===== src/rtl/serial_subtractor_de2_if.sv =====
// Board-facing switch and LED bundle for the serial subtractor.
// The controller drives the LEDs; the board or testbench drives the switches.
interface serial_subtractor_de2_if;
    logic [17:0] SW;
    logic [7:0]  LEDR;
    logic [3:0]  LEDG;

    modport master (output SW, input LEDR, input LEDG);
    modport slave  (input SW, output LEDR, output LEDG);
endinterface


===== src/rtl/serial_subtractor_de2.sv =====
// Bit-serial A - B, LSB first, one bit per clock, with a borrow chain.
// KEY[0] is a synchronous active-low reset; a press of KEY[1] starts an operation.
//
// state | meaning
// IDLE  | after reset, waiting for the first start
// SHIFT | one difference bit produced per cycle, WIDTH cycles total
// DONE  | result shown on LEDs, waiting for the next start
module serial_subtractor_de2 #(
    parameter int WIDTH = 8
) (
    input  logic                   CLOCK_50,
    input  logic [3:0]             KEY,
    serial_subtractor_de2_if.slave bus
);
    typedef enum logic [1:0] {IDLE, SHIFT, DONE} state_t;

    state_t state_q, state_d;

    logic             rst_b;
    logic             key_s1, key_s2;
    logic [1:0]       sync_fill;
    logic             armed;
    logic             start;
    logic             load, shift_en, last_bit;
    logic [WIDTH-1:0] sh_a, sh_b, res, res_next;
    logic             msb_a, msb_b;
    logic             borrow, d_bit, bout;
    logic [3:0]       cnt;
    logic [WIDTH-1:0] led_d;
    logic             led_bout, led_ovf;
    logic             unused_inputs;

    assign rst_b         = KEY[0];
    assign unused_inputs = ^{KEY[3:2], bus.SW};

    // The synchronizer is forced high in reset, so a key held low through reset
    // would look like a fresh press; start is only armed once the real key is seen high.
    always_ff @(posedge CLOCK_50) begin
        if (!rst_b) begin
            key_s1    <= 1'b1;
            key_s2    <= 1'b1;
            sync_fill <= 2'd0;
            armed     <= 1'b0;
        end else begin
            key_s1 <= KEY[1];
            key_s2 <= key_s1;
            if (sync_fill != 2'd2)
                sync_fill <= sync_fill + 2'd1;
            if (start)
                armed <= 1'b0;
            else if (sync_fill == 2'd2 && key_s2)
                armed <= 1'b1;
        end
    end

    assign start    = armed & ~key_s2;
    assign last_bit = (cnt == 4'(WIDTH - 1));

    always_ff @(posedge CLOCK_50) begin
        if (!rst_b)
            state_q <= IDLE;
        else
            state_q <= state_d;
    end

    always_comb begin
        state_d  = state_q;
        load     = 1'b0;
        shift_en = 1'b0;
        case (state_q)
            IDLE, DONE: begin
                if (start) begin
                    load    = 1'b1;
                    state_d = SHIFT;
                end
            end
            SHIFT: begin
                shift_en = 1'b1;
                if (last_bit)
                    state_d = DONE;
            end
            default: state_d = IDLE;
        endcase
    end

    assign d_bit    = sh_a[0] ^ sh_b[0] ^ borrow;
    assign bout     = (~sh_a[0] & sh_b[0]) | (~(sh_a[0] ^ sh_b[0]) & borrow);
    assign res_next = (res >> 1) | (WIDTH'(d_bit) << (WIDTH - 1));

    always_ff @(posedge CLOCK_50) begin
        if (!rst_b) begin
            sh_a     <= '0;
            sh_b     <= '0;
            res      <= '0;
            msb_a    <= 1'b0;
            msb_b    <= 1'b0;
            borrow   <= 1'b0;
            cnt      <= 4'd0;
            led_d    <= '0;
            led_bout <= 1'b0;
            led_ovf  <= 1'b0;
        end else if (load) begin
            sh_a   <= bus.SW[WIDTH-1:0];
            sh_b   <= bus.SW[WIDTH+7:8];
            msb_a  <= bus.SW[WIDTH-1];
            msb_b  <= bus.SW[WIDTH+7];
            borrow <= 1'b0;
            cnt    <= 4'd0;
        end else if (shift_en) begin
            sh_a   <= sh_a >> 1;
            sh_b   <= sh_b >> 1;
            res    <= res_next;
            borrow <= bout;
            cnt    <= cnt + 4'd1;
            // Final d_bit is the result sign bit, so overflow needs no extra cycle.
            if (last_bit) begin
                led_d    <= res_next;
                led_bout <= bout;
                led_ovf  <= (msb_a != msb_b) && (d_bit != msb_a);
            end
        end
    end

    assign bus.LEDR = 8'(led_d);
    assign bus.LEDG = {led_ovf, state_q == DONE, state_q == SHIFT, led_bout};
endmodule


===== src/flat_wrapper.sv =====
// flat-port wrapper written by rule: the top's interface ports become plain ports
module serial_subtractor_de2_flat 
#(
    parameter int WIDTH = 8
)
  (CLOCK_50, KEY, bus_SW, bus_LEDR, bus_LEDG);
  serial_subtractor_de2_if bus_i ();
  input  logic CLOCK_50;
  input  logic [3:0] KEY;
  input wire logic [$bits(bus_i.SW)-1:0] bus_SW;
  output wire logic [$bits(bus_i.LEDR)-1:0] bus_LEDR;
  output wire logic [$bits(bus_i.LEDG)-1:0] bus_LEDG;
  assign bus_i.SW = bus_SW;
  assign bus_LEDR = bus_i.LEDR;
  assign bus_LEDG = bus_i.LEDG;
  serial_subtractor_de2 #(.WIDTH(WIDTH)) u_core (.CLOCK_50(CLOCK_50), .KEY(KEY), .bus(bus_i));
endmodule

===== config.mk =====
export PLATFORM = sky130hd
export DESIGN_NAME = serial_subtractor_de2_flat
export DESIGN_NICKNAME = d
export VERILOG_FILES = /design/src/rtl/serial_subtractor_de2_if.sv /design/src/rtl/serial_subtractor_de2.sv /design/src/flat_wrapper.sv
export SDC_FILE = /design/constraint.sdc
export NUM_CORES = 1
export LEC_CHECK = 0
export ABC_CLOCK_PERIOD_IN_PS = 1990
export CAP_MARGIN = 25
export CORE_UTILIZATION = 50
export DETAILED_ROUTE_END_ITERATION = 8
export PLACE_DENSITY_LB_ADDON = 0.1
export SYNTH_ARGS = -nofsm -noshare
export SYNTH_HDL_FRONTEND = slang
export SYNTH_SLANG_ARGS = --single-unit

===== constraint.sdc =====
create_clock -name CLOCK_50 -period 1.99 [get_ports CLOCK_50]
set_input_delay 0.597 -clock CLOCK_50 [delete_from_list [all_inputs] [get_ports CLOCK_50]]
set_output_delay 0.597 -clock CLOCK_50 [all_outputs]
set_load 0.03 [all_outputs]

==> results.rst <==
.. list-table::
   :header-rows: 1

   * - Metric
     - Value
   * - Detail Route Antenna Nets
     - 0
   * - Critical Path AT
     - 1.35 ns
   * - Number of cells on the worst reg-to-reg path
     - 5
   * - Placement-stage cell area
     - roughly 2200 µm²
   * - Die H
     - about 64 µm
   * - Slowest-stage cell, CP
     - sky130_fd_sc_hd__clkdlybuf4s50_1
   * - Core region area
     - 3660 µm²
   * - Number of cells on the worst hold path
     - 1
   * - Transition time of the tightest slew-check pin
     - 0.602 ns
   * - Total standard cell area after synthesis
     - 1910 µm²
   * - Die Wd
     - 63.8 µm
   * - Die area
     - 4070 µm²
   * - Post-CTS setup buffers
     - 0
   * - Critical path launch point type
     - flip-flop
   * - Relative slew slack
     - 59.9%
   * - Fraction of registers with async set/reset
     - 0%
   * - Number of non-filler instances in the completed layout
     - about 300
   * - Filler cell count
     - 360
   * - Total half-perimeter wirelength after legalization and detailed placement
     - 2450 µm
   * - Post-Synthesis Net Count
     - 250
   * - Slew Limit Fails
     - 0
   * - H-tree depth
     - 2
   * - Required time at the endpoint of the critical path
     - ~1.4 ns
   * - Clock Root Buffer
     - sky130_fd_sc_hd__clkbuf_8
   * - Kind of critical path
     - flip-flop to primary output
   * - Clock latency at the later pin of the worst-skew pair
     - 0.30 ns
   * - Avg Inst Size Synth
     - 8.53 µm²
   * - Yosys Warn Count
     - 0
   * - Fin Setup TNS
     - 0 ns
   * - Largest fanout on the critical path
     - 2
   * - Sequential cell area fraction in the yosys report
     - 49.2%
   * - First-pass GRT wire length
     - 6600 µm
   * - Delay-heaviest family, CP
     - buffers and inverters
   * - Number of enable flip-flop cells after synthesis
     - 0
   * - Overall overflow remaining after global route
     - 0
   * - Routed wire per std cell
     - 12.6 µm
   * - Overall routing resource usage
     - a little over a fifth
   * - Path class of the lowest-slack min-delay path
     - flip-flop to flip-flop
   * - Clk slew on worst S/H paths
     - approximately 0.090 ns
   * - Hold bufs inserted after CTS
     - 0
   * - Count of endpoints failing setup in the final report
     - 0
   * - Synthesis-to-finish area growth
     - 20.4%
   * - Number of CTS-inserted buffers
     - 5
   * - Number of optimization iterations in the first detailed-route pass
     - 4
   * - Sort of element at the end of the critical path
     - primary output
   * - Crit path time final
     - 1.94 ns
   * - CTS tree
     - yes
   * - Row cnt
     - 22
   * - Vias per cell
     - 5.29
   * - Post-Place Cells
     - 291
   * - Flip-flop cell with the highest count after synthesis
     - sky130_fd_sc_hd__dfxtp_1
   * - Unrepaired setup endpoints after global routing
     - false
   * - Number of max-cap violations
     - 0
   * - Fraction of layout cells with a size suffix above 1
     - 7.20%
   * - Peak per-stage delay on the critical path
     - 0.68 ns
   * - DRC violations left
     - 0
   * - Number of top-level design ports
     - 35
   * - Clock Path Buffers
     - 2
   * - Gate count after technology mapping
     - 224
   * - Static leakage
     - 0.000794 µW
   * - Power density over the cells
     - 815 nW/µm²
   * - Vias post-DR
     - 1577
   * - Final clock skew
     - 0.0118 ns
   * - Vias in the first global route
     - 1473
   * - Maximum vdd drop
     - 0.495 mV
   * - Stages on the worst setup path
     - 1
   * - TritonCTS Sinks
     - 47
   * - Period utilisation layout
     - 97.7%
   * - List of cells traversed by the critical path
     - clkdlybuf4s50_1
   * - Effective utilization at floorplan
     - 52.2%
   * - Wirelength, routed
     - around 3800 µm
   * - Final Hold Fails
     - 0
   * - Pin count of the biggest net entering global routing
     - 38
   * - Net total in the final layout
     - 276
   * - GPL Wtd Cong
     - between 0.7 and 0.8
   * - Count of state elements after synthesis
     - 47
   * - Total buffers and inverters traversed by the critical path
     - 1
   * - Antenna diodes
     - 0
   * - Post-route cell area
     - 2300 µm²
   * - Unique masters post-synth
     - 30
   * - Iter 0 DRT Violations
     - about 100
   * - Status
     - finished clean
   * - Number of antenna violations at the first check in global routing
     - 0
   * - Top achievable clock speed
     - 0.514 GHz
   * - I/O Buffers
     - 30
==> registers in the layout, indices dropped and copies added, names as in the netlist <==
signal and cells:
u_core.bus.LEDR 8, u_core.sh_a 8, u_core.sh_b 8, u_core.res 7, u_core.cnt 4, u_core.state_q 2
u_core.sync_fill 2, u_core.armed 1, u_core.borrow 1, u_core.key_s1 1, u_core.key_s2 1, u_core.led_bout 1
u_core.led_ovf 1, u_core.msb_a 1, u_core.msb_b 1
==> report_power, final <==
group	switching, µW	internal, µW
clock	301	368
combinational	100	99.1
sequential	24.4	981
total	426	1450
==> metrics by stage <==
stage | power [µW] | worst slack, ns | hold slack (ns) | utilization [%]
finish | 1870 | 0.0454 | 0.429 | 62.8
global route | 1970 | 0.00280 | 0.456 | 62.8
CTS | 1890 | 0.0421 | 0.450 | 62.8
detailed placement | 1230 | 0.162 | 0.430 | 60.0
global placement | 1220 | 0.165 | 0.405 | 60.0
floorplan | 1160 | 0.383 | 0.386 | -
==> cell type report <==
cell class              count  area [µm²]  area share (%)
flip-flops and latches     47         941            40.9
repair buffers             37         362            15.7
inverters                   5        18.8           0.816
well taps                  48        60.1            2.61
clock inverters             1        30.0            1.31
multi-input cells         154         816            35.5
clock buffers               6        72.6            3.16
==> final timing paths <==
check	slack, ns	endpoint	startpoint
worst max-delay path	0.05	bus_LEDG[3]	u_core.led_ovf
worst max register to register	0.44	u_core.led_ovf	u_core.sh_b[0]
worst min register to register	0.43	u_core.key_s2	u_core.key_s1
worst min-delay path	0.43	u_core.key_s2	u_core.key_s1
==> synthesized netlist by cell type, types with 2 or more instances <==
| master | count | share of area, % |
|---|---|---|
| sky130_fd_sc_hd__ha_1 | 2 | 1.3 |
| sky130_fd_sc_hd__a211oi_1 | 3 | 1.2 |
| sky130_fd_sc_hd__inv_1 | 3 | 0.59 |
| sky130_fd_sc_hd__xor2_1 | 2 | 0.92 |
| sky130_fd_sc_hd__o21ai_1 | 3 | 0.79 |
| sky130_fd_sc_hd__and3b_1 | 2 | 0.92 |
| sky130_fd_sc_hd__nand2b_1 | 4 | 1.3 |
| sky130_fd_sc_hd__o21ai_0 | 17 | 4.5 |
| sky130_fd_sc_hd__a22oi_1 | 3 | 1.2 |
| sky130_fd_sc_hd__nand3_1 | 13 | 3.4 |
| sky130_fd_sc_hd__nand3b_1 | 2 | 0.79 |
| sky130_fd_sc_hd__nand2_1 | 33 | 6.5 |
| sky130_fd_sc_hd__nor2_1 | 10 | 2.0 |
| sky130_fd_sc_hd__buf_2 | 6 | 1.6 |
| sky130_fd_sc_hd__dfxtp_1 | 47 | 49 |
| sky130_fd_sc_hd__buf_6 | 5 | 2.9 |
| sky130_fd_sc_hd__buf_4 | 3 | 1.2 |
| sky130_fd_sc_hd__a21oi_1 | 52 | 14 |
| sky130_fd_sc_hd__clkbuf_1 | 3 | 0.59 |
==> placed cells by master, fill, tap and decap left out <==
cell type                         instances
sky130_fd_sc_hd__nand3b_1                 2
sky130_fd_sc_hd__buf_4                    7
sky130_fd_sc_hd__clkbuf_8                 5
sky130_fd_sc_hd__fa_1                     1
sky130_fd_sc_hd__dlygate4sd2_1            1
sky130_fd_sc_hd__clkinv_1                 1
sky130_fd_sc_hd__clkbuf_1                 1
sky130_fd_sc_hd__buf_12                   1
sky130_fd_sc_hd__o21ai_1                  3
sky130_fd_sc_hd__nor2_1                  10
sky130_fd_sc_hd__clkdlybuf4s50_1         28
sky130_fd_sc_hd__inv_2                    1
sky130_fd_sc_hd__nand3_1                 13
sky130_fd_sc_hd__xnor2_1                  1
sky130_fd_sc_hd__nand2b_1                 4
sky130_fd_sc_hd__ha_1                     2
sky130_fd_sc_hd__inv_1                    3
sky130_fd_sc_hd__nand2_1                 33
sky130_fd_sc_hd__nor3b_2                  1
sky130_fd_sc_hd__and3b_1                  2
sky130_fd_sc_hd__and2b_2                  1
sky130_fd_sc_hd__a21oi_1                 52
sky130_fd_sc_hd__o211a_1                  1
sky130_fd_sc_hd__dfxtp_1                 47
sky130_fd_sc_hd__a22oi_1                  3
sky130_fd_sc_hd__a211oi_1                 3
sky130_fd_sc_hd__or3b_1                   1
sky130_fd_sc_hd__or3_1                    1
sky130_fd_sc_hd__o21ai_2                  1
sky130_fd_sc_hd__xor2_1                   2
sky130_fd_sc_hd__bufinv_16                1
sky130_fd_sc_hd__o21ai_0                 17
==> what timing repair did <==
action                                  4_1_cts  5_1_grt
hold endpoints to repair                      0        0
endpoints found under the setup margin        1        0
gates resized for setup                       1        0
==> cell families after synthesis <==
| logic type | share of synthesized area, % |
|---|---|
| simple gates | 16.8 |
| fa+ha+maj | 2.36 |
| xor+xnor | 1.38 |
| buf+inv | 8.05 |
| compound gates | 22.2 |
| flops | 49.2 |
==> per-layer routing <==
| layer | part of all wire [%] | vias to the layer above | track usage (%) | wire, µm |
|---|---|---|---|---|
| met2 | 46 | 38 | 33.1 | 1740 |
| met1 | 48 | 720 | 27.3 | 1790 |
| met5 | 0 | - | 0 | 0 |
| li1 | - | 815 | - | - |
| met4 | 1.4 | 0 | 7.95 | 51 |
| met3 | 4.5 | 4 | 5.36 | 168 |
Note: power is estimated with default switching activity, not from simulation.
==> edit: new RTL, same settings <==
Add an input register stage for `KEY`, cleared by the reset; this delays it by one clock. The other inputs are not delayed to match.
--- a/src/rtl/serial_subtractor_de2.sv
+++ b/src/rtl/serial_subtractor_de2.sv
@@ -14,4 +14,14 @@
 );
     typedef enum logic [1:0] {IDLE, SHIFT, DONE} state_t;
+
+    logic [3:0] KEY_q;
+
+    always_ff @(posedge CLOCK_50) begin
+        if (!rst_b) begin
+            KEY_q <= '0;
+        end else begin
+            KEY_q <= KEY;
+        end
+    end
 
     state_t state_q, state_d;
@@ -31,6 +41,6 @@
     logic             unused_inputs;
 
-    assign rst_b         = KEY[0];
-    assign unused_inputs = ^{KEY[3:2], bus.SW};
+    assign rst_b         = KEY_q[0];
+    assign unused_inputs = ^{KEY_q[3:2], bus.SW};
 
     // The synchronizer is forced high in reset, so a key held low through reset
@@ -43,5 +53,5 @@
             armed     <= 1'b0;
         end else begin
-            key_s1 <= KEY[1];
+            key_s1 <= KEY_q[1];
             key_s2 <= key_s1;
             if (sync_fill != 2'd2)
Formal check against the unedited RTL: not equivalent (a bounded check fails within 10 cycles, from zero or initial values).
==> edit against the unedited design <==
Area after synthesis increased by 3.0%; worst setup slack improved by 29 ps; worst hold slack lost 17 ps; sequential cell count rose by 2; routed wire length down 5.0%; count of clock-buffer cells in the layout up 1; final area rose by 0.71%; cell count increased by 1.0%.
Power is not compared: it rests on default switching activity, and its combinational part moved more than twofold at a synthesized area within 25%.
==> edit: results (changes against the unedited design) <==
status finished, final reports clean; R2R depth 4 (-1); Synth Area in Compound Gates 0.216 (-0.00649); fin cells 301 (+1.0%); WP data arrival 1320 ps (-30 ps); Critical Path Max Stage Delay ~670 ps; vias in the first global route 1,493 (+1.4%); maximum vdd ir drop roughly 0.00047 V; Post-Place Cell Area 2230 um^2 (+1.5%); CP max stage cell clkdlybuf4s50_1; Post-Synth Adder-Cell Area 0.0229 (-0.000689); first-pass GRT wire length 6.58 mm (-0.21%); Fill cells 359 (-0.28%); syn nets 255 (+2.0%); hold wc startpoint u_core.key_s1; Final Skew 5.12 ps (-6.71 ps); R2R setup slack 400 ps (-40 ps); Cell Count Post-Placement 294 (+1.0%); Reg-to-Reg Start u_core.state_q[0]; FF-to-FF End u_core.borrow; antenna cell count 0 (unchanged); DRT Pass-1 Iters 4 (unchanged); Hold Path Class reg -> reg; post-synthesis xor/xnor area fraction 0.0134 (-0.000402); PnR worst setup slack 74.4 ps (+29.0 ps); CTS max path bufs 2 (unchanged); CP Max Fanout 2 (unchanged); Post-Syn Instances 229 (+2.2%); CTS Buf Count 5 (unchanged); CP Capture Point bus_LEDG[3]; Seq/Total Area, Yosys 0.498 (+0.00594); initial antenna violation count 0 (unchanged); Reg clk slew, reported paths 80 ps; Post-CTS Setup Inserts 0 (unchanged); top cell family by delay on the critical path buffers and inverters; GP Congestion 0.704 (-1.3%); layout cells sized above 1 0.0672 (-0.00481); Clk Latency, worst-skew pair 300 ps (about the same); WL per Instance 11.9 um (-5.9%); All-Layer GR Usage 0.202 (-0.00780); post-detail-place hpwl 2.32 mm (-5.3%); YS warnings 0 (unchanged); WHS Endpoint u_core.key_s2; synth unique cells 31 (+3.3%); Synth top cells by count 52 x a21oi_1, 49 x dfxtp_1, 33 x nand2_1, 17 x o21ai_0, 13 x nand3_1; vias per cell 5.17 (-2.4%); pre-CTS WS 230 ps (+68.0 ps); Worst-Margin Slew 606 ps (+4.42 ps); post-synthesis mux area share 0 (unchanged); NumNets Final 279 (+1.1%); Worst Hold Path Cells 1 (unchanged); Min Hold Slack 411 ps (-17.4 ps); DR iter-0 viols 66 (-36%); Root Buffer clkbuf_8; Area contributors post-synth dfxtp_1 50%, a21oi_1 13%, nand2_1 6.3%
-- edit: area by class of cell --
type / instances / area (um^2) / share of cell area
Multi-Input combinational cell: 156 / 828 / 0.358
Timing Repair Buffer: 36 / 342 / 0.147
Clock buffer: 7 / 86.3 / 0.0373
Tap cell: 48 / 60.1 / 0.0259
Sequential cell: 49 / 981 / 0.424
Inverter: 5 / 18.8 / 0.00810
-- edit: power by group --
group | internal [mW] | switching [mW]
clock | 0.276 | 0.300
combinational | 0.0303 | 0.00413
sequential | 0.979 | 0
-- edit: layer usage --
metal,vias to the layer above,part of all wire,track usage
li1,828,-,-
met1,702,0.49,0.249
met2,20,0.47,0.341
met3,5,0.022,0.0423
met4,0,0.016,0.0750
met5,-,0,0
-- edit: what timing repair did --
item	CTS	global route
gates resized for setup	1	0
endpoints found under the setup margin	1	0
hold endpoints to repair	0	0
